### src/rtl/approx_mult_eval_pkg.sv
// Shared constants and FSM encoding for the approximate-multiplier error evaluator.
package approx_mult_eval_pkg;

    localparam int OPW      = 4;
    localparam int PW       = 8;
    localparam int N_PAIRS  = 256;
    localparam int IDX_W    = $clog2(N_PAIRS);
    localparam int ERRCNT_W = 9;
    localparam int SUM_W    = 16;
    localparam int BIAS_W   = 17;

    typedef enum logic [1:0] {
        IDLE  = 2'd0,
        SWEEP = 2'd1,
        DRAIN = 2'd2,
        DONE  = 2'd3
    } eval_state_t;

endpackage

### src/rtl/err_eval_delay.sv
// MUL_LAT-deep delay line carrying the issued index and its valid bit so the
// exact product lines up with the multiplier's returned product.
module err_eval_delay
    import approx_mult_eval_pkg::*;
#(
    parameter int MUL_LAT = 0
) (
    input  logic             clk,
    input  logic             rst_n,
    input  logic             vld_in,
    input  logic [IDX_W-1:0] idx_in,
    output logic             vld_out,
    output logic [IDX_W-1:0] idx_out
);

    generate
        if (MUL_LAT == 0) begin : g_pass
            logic unused_clk_rst;

            assign unused_clk_rst = clk ^ rst_n;
            assign vld_out        = vld_in;
            assign idx_out        = idx_in;
        end else begin : g_pipe
            logic             vld_q [MUL_LAT];
            logic             vld_d [MUL_LAT];
            logic [IDX_W-1:0] idx_q [MUL_LAT];
            logic [IDX_W-1:0] idx_d [MUL_LAT];

            always_comb begin
                vld_d[0] = vld_in;
                idx_d[0] = idx_in;
                for (int k = 1; k < MUL_LAT; k++) begin
                    vld_d[k] = vld_q[k-1];
                    idx_d[k] = idx_q[k-1];
                end
            end

            always_ff @(posedge clk or negedge rst_n) begin
                if (!rst_n) begin
                    for (int k = 0; k < MUL_LAT; k++) begin
                        vld_q[k] <= 1'b0;
                    end
                end else begin
                    vld_q <= vld_d;
                end
            end

            // Index payload needs no reset; only the valid bit qualifies it.
            always_ff @(posedge clk) begin
                idx_q <= idx_d;
            end

            assign vld_out = vld_q[MUL_LAT-1];
            assign idx_out = idx_q[MUL_LAT-1];
        end
    endgenerate

endmodule

### src/rtl/approx_mult_err_eval.sv
// Sweeps all 4x4 operand pairs through an attached approximate multiplier and
// accumulates error statistics. Define ERR_BIAS_EN to add the signed err_bias sum.
module approx_mult_err_eval
    import approx_mult_eval_pkg::*;
#(
    parameter int MUL_LAT = 0,
    parameter int OPW     = 4
) (
    input  logic                       clk,
    input  logic                       rst_n,
    input  logic                       start,
    output logic                       busy,
    output logic                       done,
    output logic [OPW-1:0]             mul_a,
    output logic [OPW-1:0]             mul_b,
    input  logic [PW-1:0]              mul_r,
    output logic [ERRCNT_W-1:0]        err_cnt,
    output logic [SUM_W-1:0]           sum_abs_err,
    output logic [PW-1:0]              max_abs_err,
`ifdef ERR_BIAS_EN
    output logic signed [BIAS_W-1:0]   err_bias,
`endif
    output logic [OPW-1:0]             worst_a,
    output logic [OPW-1:0]             worst_b
);

    function automatic logic [PW-1:0] abs_err(input logic signed [PW:0] d);
        logic signed [PW:0] m;
        m = (d < 0) ? -d : d;
        return m[PW-1:0];
    endfunction

    eval_state_t state_q, state_d;
    logic [IDX_W-1:0] idx_q, idx_d;
    logic [2:0]       drain_q, drain_d;
    logic             clr;

    always_comb begin
        state_d = state_q;
        idx_d   = idx_q;
        drain_d = drain_q;
        clr     = 1'b0;
        case (state_q)
            IDLE: begin
                if (start) begin
                    state_d = SWEEP;
                    idx_d   = '0;
                    clr     = 1'b1;
                end
            end
            SWEEP: begin
                idx_d = idx_q + IDX_W'(1);
                if (idx_q == IDX_W'(N_PAIRS - 1)) begin
                    state_d = DRAIN;
                    drain_d = '0;
                end
            end
            DRAIN: begin
                drain_d = drain_q + 3'd1;
                if (drain_q == 3'(MUL_LAT)) begin
                    state_d = DONE;
                end
            end
            DONE: begin
                state_d = IDLE;
            end
            default: begin
                state_d = IDLE;
            end
        endcase
    end

    always_ff @(posedge clk or negedge rst_n) begin
        if (!rst_n) begin
            state_q <= IDLE;
            idx_q   <= '0;
            drain_q <= '0;
        end else begin
            state_q <= state_d;
            idx_q   <= idx_d;
            drain_q <= drain_d;
        end
    end

    assign busy  = (state_q == SWEEP) || (state_q == DRAIN);
    assign done  = (state_q == DONE);
    assign mul_a = idx_q[2*OPW-1:OPW];
    assign mul_b = idx_q[OPW-1:0];

    // ---- stage p0: index re-aligned to the returned product, compare ----
    logic             vld_p0;
    logic [IDX_W-1:0] idx_p0;
    logic [PW-1:0]    exact_p0;
    logic signed [PW:0] diff_p0;

    err_eval_delay #(
        .MUL_LAT (MUL_LAT)
    ) u_delay (
        .clk     (clk),
        .rst_n   (rst_n),
        .vld_in  (state_q == SWEEP),
        .idx_in  (idx_q),
        .vld_out (vld_p0),
        .idx_out (idx_p0)
    );

    always_comb begin
        exact_p0 = PW'(idx_p0[2*OPW-1:OPW]) * PW'(idx_p0[OPW-1:0]);
        diff_p0  = $signed({1'b0, mul_r}) - $signed({1'b0, exact_p0});
    end

    // ---- stage p1: registered sample ----
    logic               vld_p1_q, vld_p1_d;
    logic [IDX_W-1:0]   idx_p1_q, idx_p1_d;
    logic signed [PW:0] diff_p1_q, diff_p1_d;

    always_comb begin
        vld_p1_d  = vld_p0;
        idx_p1_d  = idx_p0;
        diff_p1_d = diff_p0;
    end

    always_ff @(posedge clk or negedge rst_n) begin
        if (!rst_n) begin
            vld_p1_q <= 1'b0;
        end else begin
            vld_p1_q <= vld_p1_d;
        end
    end

    always_ff @(posedge clk) begin
        idx_p1_q  <= idx_p1_d;
        diff_p1_q <= diff_p1_d;
    end

    // ---- accumulate: statistics registers ----
    logic [ERRCNT_W-1:0] err_cnt_q, err_cnt_d;
    logic [SUM_W-1:0]    sum_q, sum_d;
    logic [PW-1:0]       max_q, max_d;
    logic [OPW-1:0]      wa_q, wa_d;
    logic [OPW-1:0]      wb_q, wb_d;
    logic [PW-1:0]       abs_p1;

    always_comb begin
        err_cnt_d = err_cnt_q;
        sum_d     = sum_q;
        max_d     = max_q;
        wa_d      = wa_q;
        wb_d      = wb_q;
        abs_p1    = abs_err(diff_p1_q);
        if (clr) begin
            err_cnt_d = '0;
            sum_d     = '0;
            max_d     = '0;
            wa_d      = '0;
            wb_d      = '0;
        end else if (vld_p1_q) begin
            if (diff_p1_q != '0) begin
                err_cnt_d = err_cnt_q + ERRCNT_W'(1);
            end
            sum_d = sum_q + SUM_W'(abs_p1);
            // Strictly greater keeps the earliest pair on ties.
            if (abs_p1 > max_q) begin
                max_d = abs_p1;
                wa_d  = idx_p1_q[2*OPW-1:OPW];
                wb_d  = idx_p1_q[OPW-1:0];
            end
        end
    end

    always_ff @(posedge clk or negedge rst_n) begin
        if (!rst_n) begin
            err_cnt_q <= '0;
            sum_q     <= '0;
            max_q     <= '0;
            wa_q      <= '0;
            wb_q      <= '0;
        end else begin
            err_cnt_q <= err_cnt_d;
            sum_q     <= sum_d;
            max_q     <= max_d;
            wa_q      <= wa_d;
            wb_q      <= wb_d;
        end
    end

    assign err_cnt     = err_cnt_q;
    assign sum_abs_err = sum_q;
    assign max_abs_err = max_q;
    assign worst_a     = wa_q;
    assign worst_b     = wb_q;

`ifdef ERR_BIAS_EN
    logic signed [BIAS_W-1:0] bias_q, bias_d;

    always_comb begin
        bias_d = bias_q;
        if (clr) begin
            bias_d = '0;
        end else if (vld_p1_q) begin
            bias_d = bias_q + BIAS_W'(diff_p1_q);
        end
    end

    always_ff @(posedge clk or negedge rst_n) begin
        if (!rst_n) begin
            bias_q <= '0;
        end else begin
            bias_q <= bias_d;
        end
    end

    assign err_bias = bias_q;
`endif

endmodule
### config.mk
export PLATFORM = sky130hd
export DESIGN_NAME = approx_mult_err_eval
export DESIGN_NICKNAME = d
export VERILOG_FILES = /design/src/rtl/approx_mult_eval_pkg.sv /design/src/rtl/err_eval_delay.sv /design/src/rtl/approx_mult_err_eval.sv
export SDC_FILE = /design/constraint.sdc
export NUM_CORES = 1
export LEC_CHECK = 0
export ABC_AREA = 1
export ABC_CLOCK_PERIOD_IN_PS = 3150
export BUFFER_PORTS_ARGS = -buffer_cell sky130_fd_sc_hd__buf_2
export CAP_MARGIN = 40
export CELL_PAD_IN_SITES_DETAIL_PLACEMENT = 0
export CELL_PAD_IN_SITES_GLOBAL_PLACEMENT = 1
export CORE_MARGIN = 2
export CORE_UTILIZATION = 43
export CTS_CLUSTER_SIZE = 14
export DETAILED_ROUTE_END_ITERATION = 8
export GPL_TIMING_DRIVEN = 0
export PLACE_DENSITY = 0.86
export SYNTH_ARGS = -nofsm -noshare
export SYNTH_HDL_FRONTEND = slang
export SYNTH_SLANG_ARGS = --single-unit
### constraint.sdc
create_clock -name clk -period 3.15 [get_ports clk]
set_input_delay 0.63 -clock clk [delete_from_list [all_inputs] [get_ports clk]]
set_output_delay 0.63 -clock clk [all_outputs]
set_load 0.01 [all_outputs]
* After elaboration in Yosys (flattened, before gate mapping)
Cells that the tools add are included.
** Cells by class
- Shifts and indexed selects :: 0
- Equal/unequal tests :: 7
- Reductions and logical operators :: 14
- Bitwise operators :: 0
- $add $sub $neg :: 6
- Magnitude comparators :: 2
- Mux-type cells :: 25
- Divide/modulo/power cells :: 0
- Multipliers :: 1
** Operators by type and width (count)
- $mux 8 :: 5
- $mux 16 :: 2
- $mux 9 :: 3
- $mux 4 :: 6
- $add 16x8->16 :: 1
- $pmux 8 s2 :: 1
- $reduce_bool 2->1 :: 5
- $add 9x1->9 const B :: 1
- $lt 9x1->1 const B :: 1
- $reduce_bool 9->1 :: 1
- $sub 8x8->9 :: 1
- $add 8x1->8 const B :: 1
- $eq 8x8->1 const B :: 1
- $gt 8x8->1 :: 1
- $mul 4x4->8 :: 1
- $neg 8->8 :: 1
- $pmux 2 s4 :: 1
- $reduce_and 2->1 :: 4
- $mux 2 :: 3
- $pmux 3 s2 :: 1
- $eq 2x2->1 const B :: 2
- $ne 2x2->1 const B :: 2
- $add 3x1->3 const B :: 1
- $logic_not 3->1 :: 1
- other kinds (7) :: 8
** Word-level totals
- Memory bits (read-only) :: 0
- Memories :: 0
- Bits in registers :: 72
- Bits in latches :: 0
- Input port bits :: 11
- Bits in writable memories :: 0
- Output and inout port bits :: 51

* Logic depth before layout (Yosys ltp)
Gate-level depths: netlist (run 1).
- Depth in word-level cells :: 6
- Mapped depth :: 18
- Gate-level depth less buffers :: 18

* By module
A second synthesis (run 1) with hierarchy kept.
** Second synthesis, totals
- Cells, all modules :: 607
- Area total of the unflattened synthesis :: 4758.3 um^2
** Modules (own cells, without submodules)
- approx_mult_err_eval :: seq. area each 1716.6 um^2, cells each 598, times used 1, area an instance 4690.7 um^2
- err_eval_delay :: seq. area each 0.0 um^2, cells each 9, times used 1, area an instance 67.6 um^2

* Least setup slack after synthesis (run 1)
No wires, ideal clock.
- Path type :: reg2reg
- Start :: register idx_q[3]
- End :: register diff_p1_q[8]
- Data required time :: 3.038 ns
- Slack :: 0.197 ns
- Arrival time :: 2.840 ns
- Cell stages (with the launch flop) :: 14
- Period minus slack after synthesis :: 2.953 ns
- Path through :: dfrtp_1 nand2_1 inv_1 fa_1 ha_1 inv_1 fa_1 ha_1 nand3_1 nand2_1 nand3_1 or2_2 nand3b_1 nand2_1
** On the way
- Longest elaborated chain between the ends :: 2
** RTL lines
- start: declaration :: line approx_mult_err_eval.sv:34 : logic [IDX_W-1:0] idx_q, idx_d;
- start signal: assignment :: line approx_mult_err_eval.sv:80 : idx_q <= idx_d;
- $mul 4x4->8 :: line approx_mult_err_eval.sv:108 : exact_p0 = PW'(idx_p0[2*OPW-1:OPW]) * PW'(idx_p0[OPW-1:0]);
- $sub 8x8->9 :: line approx_mult_err_eval.sv:109 : diff_p0 = $signed({1'b0, mul_r}) - $signed({1'b0, exact_p0});
- net diff_p0[8] :: line approx_mult_err_eval.sv:94 : logic signed [PW:0] diff_p0;
- end signal: assignment :: line approx_mult_err_eval.sv:133 : diff_p1_q <= diff_p1_d;
- end: declaration :: line approx_mult_err_eval.sv:115 : logic signed [PW:0] diff_p1_q, diff_p1_d;
The timed path passes the listed nets, and every way through them passes these cells.
A chain may end at the register's enable or synchronous reset.

* Worst setup path after layout (run 1)
Same ends and word-level chain as after synthesis.

==> metrics.log, run 1 <==
INFO  metric criticalPathCategory = reg -> reg
INFO  metric worst_hold_path_type = in -> async
INFO  metric grt.total_usage = 0.192
INFO  metric postSynth.asyncResetShare = 0.764
INFO  metric initial_antenna_violation_count = 0
INFO  metric end_kind = flop
INFO  metric routed_wl = 10700 microns
INFO  metric maximum_frequency_from_static_timing_analysis = 0.333 GHz
INFO  metric rrSetupSlack = 0.15 ns
INFO  metric tritoncts_clock_tree = yes
INFO  metric drv_cap = 0
INFO  metric die_area = 0.0118 sq mm
INFO  metric row_count = 38
INFO  metric hold_buffers = 0
INFO  metric post-route-min-period = 3.00 ns
INFO  metric synth_edf_count = 0
INFO  metric io_pins = 62
INFO  metric main_combinational_cell_family_by_area_after_synthesis = simple AND/OR/NAND/NOR gates
INFO  metric fraction_of_synthesized_area_in_multiplexers = 0
INFO  metric yosys.area_share.xor_xnor = 0.0354
INFO  metric core_area = 0.0107 sq mm
INFO  metric hold_ws = 0.250 ns
INFO  metric count_of_vias_placed_by_the_detailed_router = 4028
INFO  metric vdd_drop_max = 0.515 mV
INFO  metric fin_total_pwr = 0.00405 W
INFO  metric syn-instance-count = 598
INFO  metric critical_path.startpoint_type = flop
INFO  metric cts_sinks = 72
INFO  metric clk_pin_slew = 0.08 ns
INFO  metric post_synth_fa_ha_maj_area_fraction = 0.160
INFO  metric clock-root-buffer = sky130_fd_sc_hd__clkbuf_8
INFO  metric timing.final.setup_violations = 0
INFO  metric max-clock-path-buffers = 2
INFO  metric area_growth = 16.5%
INFO  metric worst-endpoint-arrival = 3.25 ns
INFO  metric timing.slew.headroom = 0.580
INFO  metric syn_avg_cell_area = 7.86 sq um
INFO  metric layout-drive-gt1-share = 0.188
INFO  metric setup_ws_final = 0.151 ns
INFO  metric port_buffers = 61
INFO  metric antenna_violating_nets_post_route = 0
INFO  metric die_w = 109 microns
INFO  metric ys_seq_area_frac = 0.365
INFO  metric yosys.area.top_type_share = 0.293
INFO  metric gp_congestion = 0.835
INFO  metric slew_viol_final = 0
INFO  metric skew = 0.0111 ns
INFO  metric synth_top_cells_by_area = sky130_fd_sc_hd__dfrtp_1 (29%), sky130_fd_sc_hd__ha_1 (12%), sky130_fd_sc_hd__nand2_1 (12%), sky130_fd_sc_hd__dfxtp_1 (7.2%), sky130_fd_sc_hd__inv_1 (6.9%)
INFO  metric synthFlopType = sky130_fd_sc_hd__dfrtp_1
INFO  metric clock_tree.htree_level_count = 3
INFO  metric synth.ff_latch_count = 72
INFO  metric grt_setup_unrepaired = false
INFO  metric syn_area = 0.00470 sq mm
INFO  metric synth_compound_area_frac = 0.0830
INFO  metric wire_per_inst = 13.0 microns
INFO  metric grt_pass1_wl = 17900 microns
INFO  metric drt_first_iter_violations = 178
INFO  metric synth_nets = 663
INFO  metric post-route-util = 0.510
INFO  metric grt_pass1_vias = 3952
INFO  metric grt_start_max_net_pins = 36
INFO  metric power_density = 739 mW/mm^2
INFO  metric die_height = 109 microns
INFO  metric placement.setup.worst_slack = 0.0455 ns
INFO  metric worst_path_max_fanout = 8
INFO  metric num-nets-final = 742
INFO  metric run_status = finished, final reports clean
INFO  metric hold_violations = 0
INFO  metric ys.warnings.count = 0
INFO  metric synth_cell_types = 38
INFO  metric detailed_place_hpwl = 8310 microns
INFO  metric timing_worst_slew_pin_value = 0.623 ns
INFO  metric cellLeakagePower = 3.01 nW
INFO  metric synth_simple_gate_area_share = 0.270
INFO  metric via_count_normalized_by_instance_count = 4.90
INFO  metric firstDrtPassIters = 4
INFO  metric drcViolationCount = 0
INFO  metric clk_latency = 0.35 ns
INFO  metric timing.critical_path.required = 3.40 ns
INFO  metric cts_buffers = 9
INFO  metric timing.final.crit_share = 0.952
INFO  metric ant_cells = 0
INFO  metric overflow = 0
INFO  metric yosys_top_cell_by_area = sky130_fd_sc_hd__dfrtp_1
INFO  metric initial_utilization = 0.438
INFO  metric final_layout_setup_total_negative_slack = 0 ns
## cell families (layout without fill, tap and decap cells)
| group | Yosys count | after routing |
|---|---|---|
| buf+inv | 101 | 185 |
| compound gates | 63 | 63 |
| fa+ha+maj | 54 | 54 |
| simple gates | 289 | 289 |
| flops | 72 | 72 |
| xor+xnor | 19 | 19 |
## final timing paths
check,startpoint,end,cells past startpoint
hold reg to reg,idx_p1_q[5],worst_a[1],2
max in group asynchronous,rst_n,idx_q[0],2
setup / recovery,idx_q[3],diff_p1_q[8],13
hold / removal,rst_n,sum_abs_err[5],1
setup reg to reg,idx_q[3],diff_p1_q[8],13
min in group clk,idx_p1_q[5],worst_a[1],2
## per-layer routing
metal	wire (microns)	GRT usage
met5	0	0
met4	108	0.0476
met3	340	0.0338
met2	5170	0.348
met1	5050	0.236
## area by class of cell
class	instances	area (sq um)
fill	1104	5270
inverter	90	340
clock buffer	11	131
timing repair buffer	68	370
tap	140	175
sequential	72	1720
clock inverter	5	58.8
multi-input combinational	425	2610
buffer	11	66.3
## metrics by stage
stage                     area [sq um]  std cells
after floorplan                   4700        598
after global placement            5180        799
after detailed placement          5200        800
after CTS                         5390        816
after global routing              5480        822
final                             5480        822
## registers in the layout, indices dropped and copies added (netlist names)
register,cells
idx_p1_q,8
diff_p1_q,9
err_cnt,9
worst_a,4
drain_q,3
idx_q,8
vld_p1_q,1
max_abs_err,8
state_q,2
worst_b,4
sum_abs_err,16
## cell usage in the layout, fill, tap and decap left out, types with 7 or more instances in the layout
cell type                  count
sky130_fd_sc_hd__a21oi_1      22
sky130_fd_sc_hd__buf_2        69
sky130_fd_sc_hd__clkbuf_8      9
sky130_fd_sc_hd__dfrtp_1      49
sky130_fd_sc_hd__dfxtp_1      17
sky130_fd_sc_hd__fa_1         10
sky130_fd_sc_hd__ha_1         41
sky130_fd_sc_hd__inv_1        86
sky130_fd_sc_hd__nand2_1     145
sky130_fd_sc_hd__nand2_2       7
sky130_fd_sc_hd__nand3_1      54
sky130_fd_sc_hd__nand4_1      19
sky130_fd_sc_hd__nor2_1       46
sky130_fd_sc_hd__o21ai_0      20
sky130_fd_sc_hd__xor2_1       14
## report_power, final
group | total (W) | switching (W) | leakage [nW] | internal [W]
registers | 0.00139 | 0.000230 | 0.866 | 0.00116
logic | 0.00194 | 0.00122 | 2.06 | 0.000720
clock network | 0.000722 | 0.000355 | 0.0895 | 0.000366
total | 0.00405 | 0.00180 | 3.01 | 0.00225
## critical path, cell delays in order, from the launching register on
cell and delay [ns]:
sky130_fd_sc_hd__dfrtp_2 0.46, sky130_fd_sc_hd__nand2_1 0.08, sky130_fd_sc_hd__inv_1 0.05, sky130_fd_sc_hd__fa_1 0.47
sky130_fd_sc_hd__ha_1 0.30, sky130_fd_sc_hd__inv_1 0.07, sky130_fd_sc_hd__fa_1 0.45, sky130_fd_sc_hd__ha_4 0.31
sky130_fd_sc_hd__nand3_1 0.09, sky130_fd_sc_hd__nand2_2 0.08, sky130_fd_sc_hd__nand3_1 0.08, sky130_fd_sc_hd__or2_2 0.30
sky130_fd_sc_hd__nand3b_1 0.09, sky130_fd_sc_hd__nand2_1 0.06
## timing repair
item,4_1_cts,5_1_grt
buffers inserted,0,6
endpoints found under the setup margin,0,3
resized for setup,0,11
## synthesized netlist by cell type (2+ instances only)
master / instances
sky130_fd_sc_hd__dfrtp_1: 55
sky130_fd_sc_hd__nor2_2: 3
sky130_fd_sc_hd__or2_2: 2
sky130_fd_sc_hd__nand2_2: 6
sky130_fd_sc_hd__buf_6: 2
sky130_fd_sc_hd__o21ai_0: 20
sky130_fd_sc_hd__fa_1: 10
sky130_fd_sc_hd__a21o_1: 3
sky130_fd_sc_hd__o21ai_2: 3
sky130_fd_sc_hd__xor2_1: 14
sky130_fd_sc_hd__nand3_1: 54
sky130_fd_sc_hd__inv_1: 86
sky130_fd_sc_hd__nor2_4: 3
sky130_fd_sc_hd__nand4_1: 19
sky130_fd_sc_hd__xnor2_1: 5
sky130_fd_sc_hd__dfxtp_1: 17
sky130_fd_sc_hd__ha_1: 44
sky130_fd_sc_hd__nor2_1: 46
sky130_fd_sc_hd__o31ai_1: 2
sky130_fd_sc_hd__nor3_1: 6
sky130_fd_sc_hd__o21ai_1: 2
sky130_fd_sc_hd__a21oi_1: 23
sky130_fd_sc_hd__buf_2: 8
sky130_fd_sc_hd__nand2_1: 146
sky130_fd_sc_hd__o31ai_2: 2
sky130_fd_sc_hd__inv_2: 3
sky130_fd_sc_hd__nand3b_1: 3
(Power assumes the default switching activity.)
==> run 2: changes to the inputs <==
--- a/config.mk
+++ b/config.mk
@@ -5,18 +5,17 @@
 export SDC_FILE = /design/constraint.sdc
 export NUM_CORES = 1
 export LEC_CHECK = 0
-export ABC_AREA = 1
 export ABC_CLOCK_PERIOD_IN_PS = 3150
 export BUFFER_PORTS_ARGS = -buffer_cell sky130_fd_sc_hd__buf_2
 export CAP_MARGIN = 40
 export CELL_PAD_IN_SITES_DETAIL_PLACEMENT = 0
 export CELL_PAD_IN_SITES_GLOBAL_PLACEMENT = 1
 export CORE_MARGIN = 2
-export CORE_UTILIZATION = 43
+export CORE_UTILIZATION = 45
 export CTS_CLUSTER_SIZE = 14
 export DETAILED_ROUTE_END_ITERATION = 8
 export GPL_TIMING_DRIVEN = 0
-export PLACE_DENSITY = 0.86
+export PLACE_DENSITY = 0.87
 export SYNTH_ARGS = -nofsm -noshare
 export SYNTH_HDL_FRONTEND = slang
 export SYNTH_SLANG_ARGS = --single-unit
==> run 2 against run 1 <==
Against the previous run:
- via count decreased by 8.0%
- sequential power about the same
- final area decreased by 2.0%
- sequential share of layout area increased by 0.68 points
- worst hold slack improved by 0.068 ns
- power about the same
- clock power decreased by 3%
- routed wire length decreased by 2.8%
- synthesized cell count decreased by 20%
- utilization increased by 4.2 points
- final cell count decreased by 15%
- critical path type unchanged
- critical endpoint is now diff_p1_q[7]
- highest routed layer unchanged
==> metrics.log, run 2 <==
INFO  metric detailed_place.area = 0.00499 sq mm
INFO  metric criticalPathCategory = reg -> reg
INFO  metric synth_cell_types = 48
INFO  metric firstDrtPassIters = 5
INFO  metric die_area = 0.0108 sq mm
INFO  metric crit-reg2reg-launch = idx_q[5]
INFO  metric timing.critical_path.required = 3.42 ns
INFO  metric clock_tree.htree_level_count = 3
INFO  metric port_buffers = 61
INFO  metric timing.final.crit_share = 0.991
INFO  metric end_kind = flop
INFO  metric vdd_drop_max = 0.328 mV
INFO  metric wire_per_inst = 14.8 microns
INFO  metric io_pins = 62
INFO  metric gp_congestion = 0.830
INFO  metric skew = 0.0194 ns
INFO  metric final_design_area_excluding_fillers = 0.00537 sq mm
INFO  metric count_of_vias_placed_by_the_detailed_router = 3705
INFO  metric synthFlopType = sky130_fd_sc_hd__dfrtp_1
INFO  metric post-route-util = 0.552
INFO  metric drcViolationCount = 0
INFO  metric timing.slew.headroom = 0.511
INFO  metric synth_top_cells_by_area = sky130_fd_sc_hd__dfrtp_1 (31%), sky130_fd_sc_hd__ha_1 (12%), sky130_fd_sc_hd__dfxtp_1 (7.6%), sky130_fd_sc_hd__fa_1 (4.5%), sky130_fd_sc_hd__a21oi_1 (4.2%)
INFO  metric initial_utilization = 0.460
INFO  metric grt_setup_unrepaired = true
INFO  metric cellLeakagePower = 2.51 nW
INFO  metric row_count = 36
INFO  metric syn_area = 0.00448 sq mm
INFO  metric timing.reg2reg.worst_path_depth = 11
INFO  metric clk_pin_slew = 0.09 ns
INFO  metric largest_register_ffs = 16
INFO  metric core_area = 0.00973 sq mm
INFO  metric power_density = 754 mW/mm^2
INFO  metric maximum_frequency_from_static_timing_analysis = 0.320 GHz
INFO  metric max-clock-path-buffers = 2
INFO  metric grt_pass1_vias = 3739
INFO  metric grt.total_usage = 0.202
INFO  metric worstPathCellList = and2_4 > fa_1 > ha_4 > fa_1 > inv_2 > ha_4 > a21oi_2 > nor2b_2 > or3_1 > a21oi_2 > xnor2_1
INFO  metric detailed_place_hpwl = 7670 microns
INFO  metric num-nets-final = 629
INFO  metric crit_path_start = idx_q[5]
INFO  metric via_count_normalized_by_instance_count = 5.28
INFO  metric drv_cap = 0
INFO  metric cts_sinks = 72
INFO  metric tritoncts_clock_tree = yes
INFO  metric antenna_violating_nets_post_route = 0
INFO  metric timing.final.setup_violations = 0
INFO  metric synth_nets = 541
INFO  metric critical_path.max_stage_delay = 0.57 ns
INFO  metric ant_cells = 0
INFO  metric layout-drive-gt1-share = 0.248
INFO  metric slew_viol_final = 0
INFO  metric syn_avg_cell_area = 9.40 sq um
INFO  metric drt_first_iter_violations = 129
INFO  metric synth.ff_latch_count = 72
INFO  metric yosys_top_cell_by_area = sky130_fd_sc_hd__dfrtp_1
INFO  metric worst_path_max_fanout = 6
INFO  metric worst_hold_path_type = in -> async
INFO  metric leading_cell_types_by_count_after_synthesis = sky130_fd_sc_hd__dfrtp_1 (55), sky130_fd_sc_hd__inv_1 (46), sky130_fd_sc_hd__ha_1 (44), sky130_fd_sc_hd__a21oi_1 (38), sky130_fd_sc_hd__nand3_1 (26)
INFO  metric overflow = 0
INFO  metric initial_antenna_violation_count = 0
INFO  metric run_status = finished, final reports clean
INFO  metric grt_pass1_wl = 17700 microns
INFO  metric synthMostInstantiatedCell = sky130_fd_sc_hd__dfrtp_1
INFO  metric clock-root-buffer = sky130_fd_sc_hd__clkbuf_8
INFO  metric ys.warnings.count = 0
INFO  metric area_growth = 20.0%
INFO  metric rrSetupSlack = 0.03 ns
INFO  metric worst-endpoint-arrival = 3.39 ns
INFO  metric syn-instance-count = 476
INFO  metric routed_wl = 10400 microns
INFO  metric final_common_cell = sky130_fd_sc_hd__buf_2
INFO  metric r2r_end = diff_p1_q[7]
INFO  metric yosys.area.top_type_share = 0.308
INFO  metric die_height = 104 microns
INFO  metric post-route-min-period = 3.12 ns
INFO  metric clk_latency = 0.36 ns
INFO  metric critical_path.startpoint_type = flop
INFO  metric die_w = 104 microns
INFO  metric ys_seq_area_frac = 0.384
INFO  metric synth_edf_count = 0
INFO  metric hold_buffers = 0
INFO  metric cts_buffers = 9
INFO  metric mostFrequentLayoutCells = sky130_fd_sc_hd__buf_2 (67), sky130_fd_sc_hd__dfrtp_1 (47), sky130_fd_sc_hd__inv_1 (45)
INFO  metric timing_worst_slew_pin_value = 0.734 ns
INFO  metric timing.critical_path.slowest_stage_cell = sky130_fd_sc_hd__fa_1
INFO  metric hold_violations = 0
INFO  metric postSynth.asyncResetShare = 0.764
INFO  metric grt_start_max_net_pins = 31
INFO  metric hold_ws = 0.318 ns
run 2: changes by cell type after synthesis, sizes merged, moves of 16 or more:
cell   change
a21oi     +17
nand2    -131
inv       -43
and2      +16
nand3     -28
nor2      -27
run 2: worst max-delay path by stage:
| stage | to | slack [ns] | cells after the start |
|---|---|---|---|
| after floorplan | diff_p1_q[7] | 0.003 | 12 |
| after global placement | diff_p1_q[8] | -0.13 | 12 |
| after detailed placement | diff_p1_q[8] | -0.16 | 12 |
| after CTS | diff_p1_q[8] | -0.002 | 11 |
| after global routing | diff_p1_q[7] | -0.09 | 12 |
| final | diff_p1_q[7] | 0.03 | 11 |
run 2: what timing repair did:
item                       in CTS  in global routing
buffers inserted               10                  6
setup endpoints to repair       2                  9
pin swaps                       4                  9
resized for setup              11                 12
run 2: report_power, final:
group / total (W) / internal (W) / leakage, nW / switching [W]
clock network: 0.000703 / 0.000302 / 0.0863 / 0.000401
registers: 0.00142 / 0.00119 / 0.787 / 0.000234
logic: 0.00192 / 0.000828 / 1.63 / 0.00110
total: 0.00405 / 0.00232 / 2.51 / 0.00173
run 2: through the flow:
step | instances | total power (W) | setup TNS [ns] | worst slack (ns)
finish | 702 | 0.00405 | 0 | 0.0288
global route | 702 | 0.00440 | -0.152 | -0.0884
CTS | 696 | 0.00406 | -0.00182 | -0.00182
detailed placement | 671 | 0.00335 | -0.397 | -0.158
global placement | 670 | 0.00327 | -0.249 | -0.126
floorplan | 476 | 0.00276 | 0 | 0.00343
run 2: cell type report:
type                            instances  area (sq um)
Timing Repair Buffer                   78           445
Clock buffer                            9           124
Buffer                                 13          63.8
Multi-Input combinational cell        343          2610
Clock inverter                          7          62.6
Inverter                               47           176
Fill cell                             914          4360
Sequential cell                        72          1730
Tap cell                              133           166
run 2: layer usage:
metal	wire length, microns	GRT usage	vias up
met3	516	0.0535	9
met5	0	0	-
met1	4720	0.257	1782
li1	-	-	1830
met2	5000	0.342	84
met4	136	0.0560	0
run 2: worst max-delay path, delay by kind of cell (launching register included):
kind,cells,cell delay (ns)
AOI/OAI and AO/OA,2,0.29
xor gates and xnor gates,1,0.15
adders and majority gates,4,1.53
buffers and inverters,1,0.04
DFF,1,0.46
and+or+nand+nor,3,0.56
run 2: cell families (layout without fill, tap and decap cells):
logic type,count (synthesis),count (layout),share of synthesized area
AOI/OAI and AO/OA,105,105,0.143
xor gates and xnor gates,28,28,0.0548
adders and majority gates,54,54,0.168
buffers and inverters,61,154,0.0545
DFF,72,72,0.384
muxes,8,8,0.0182
and+or+nand+nor,148,148,0.179
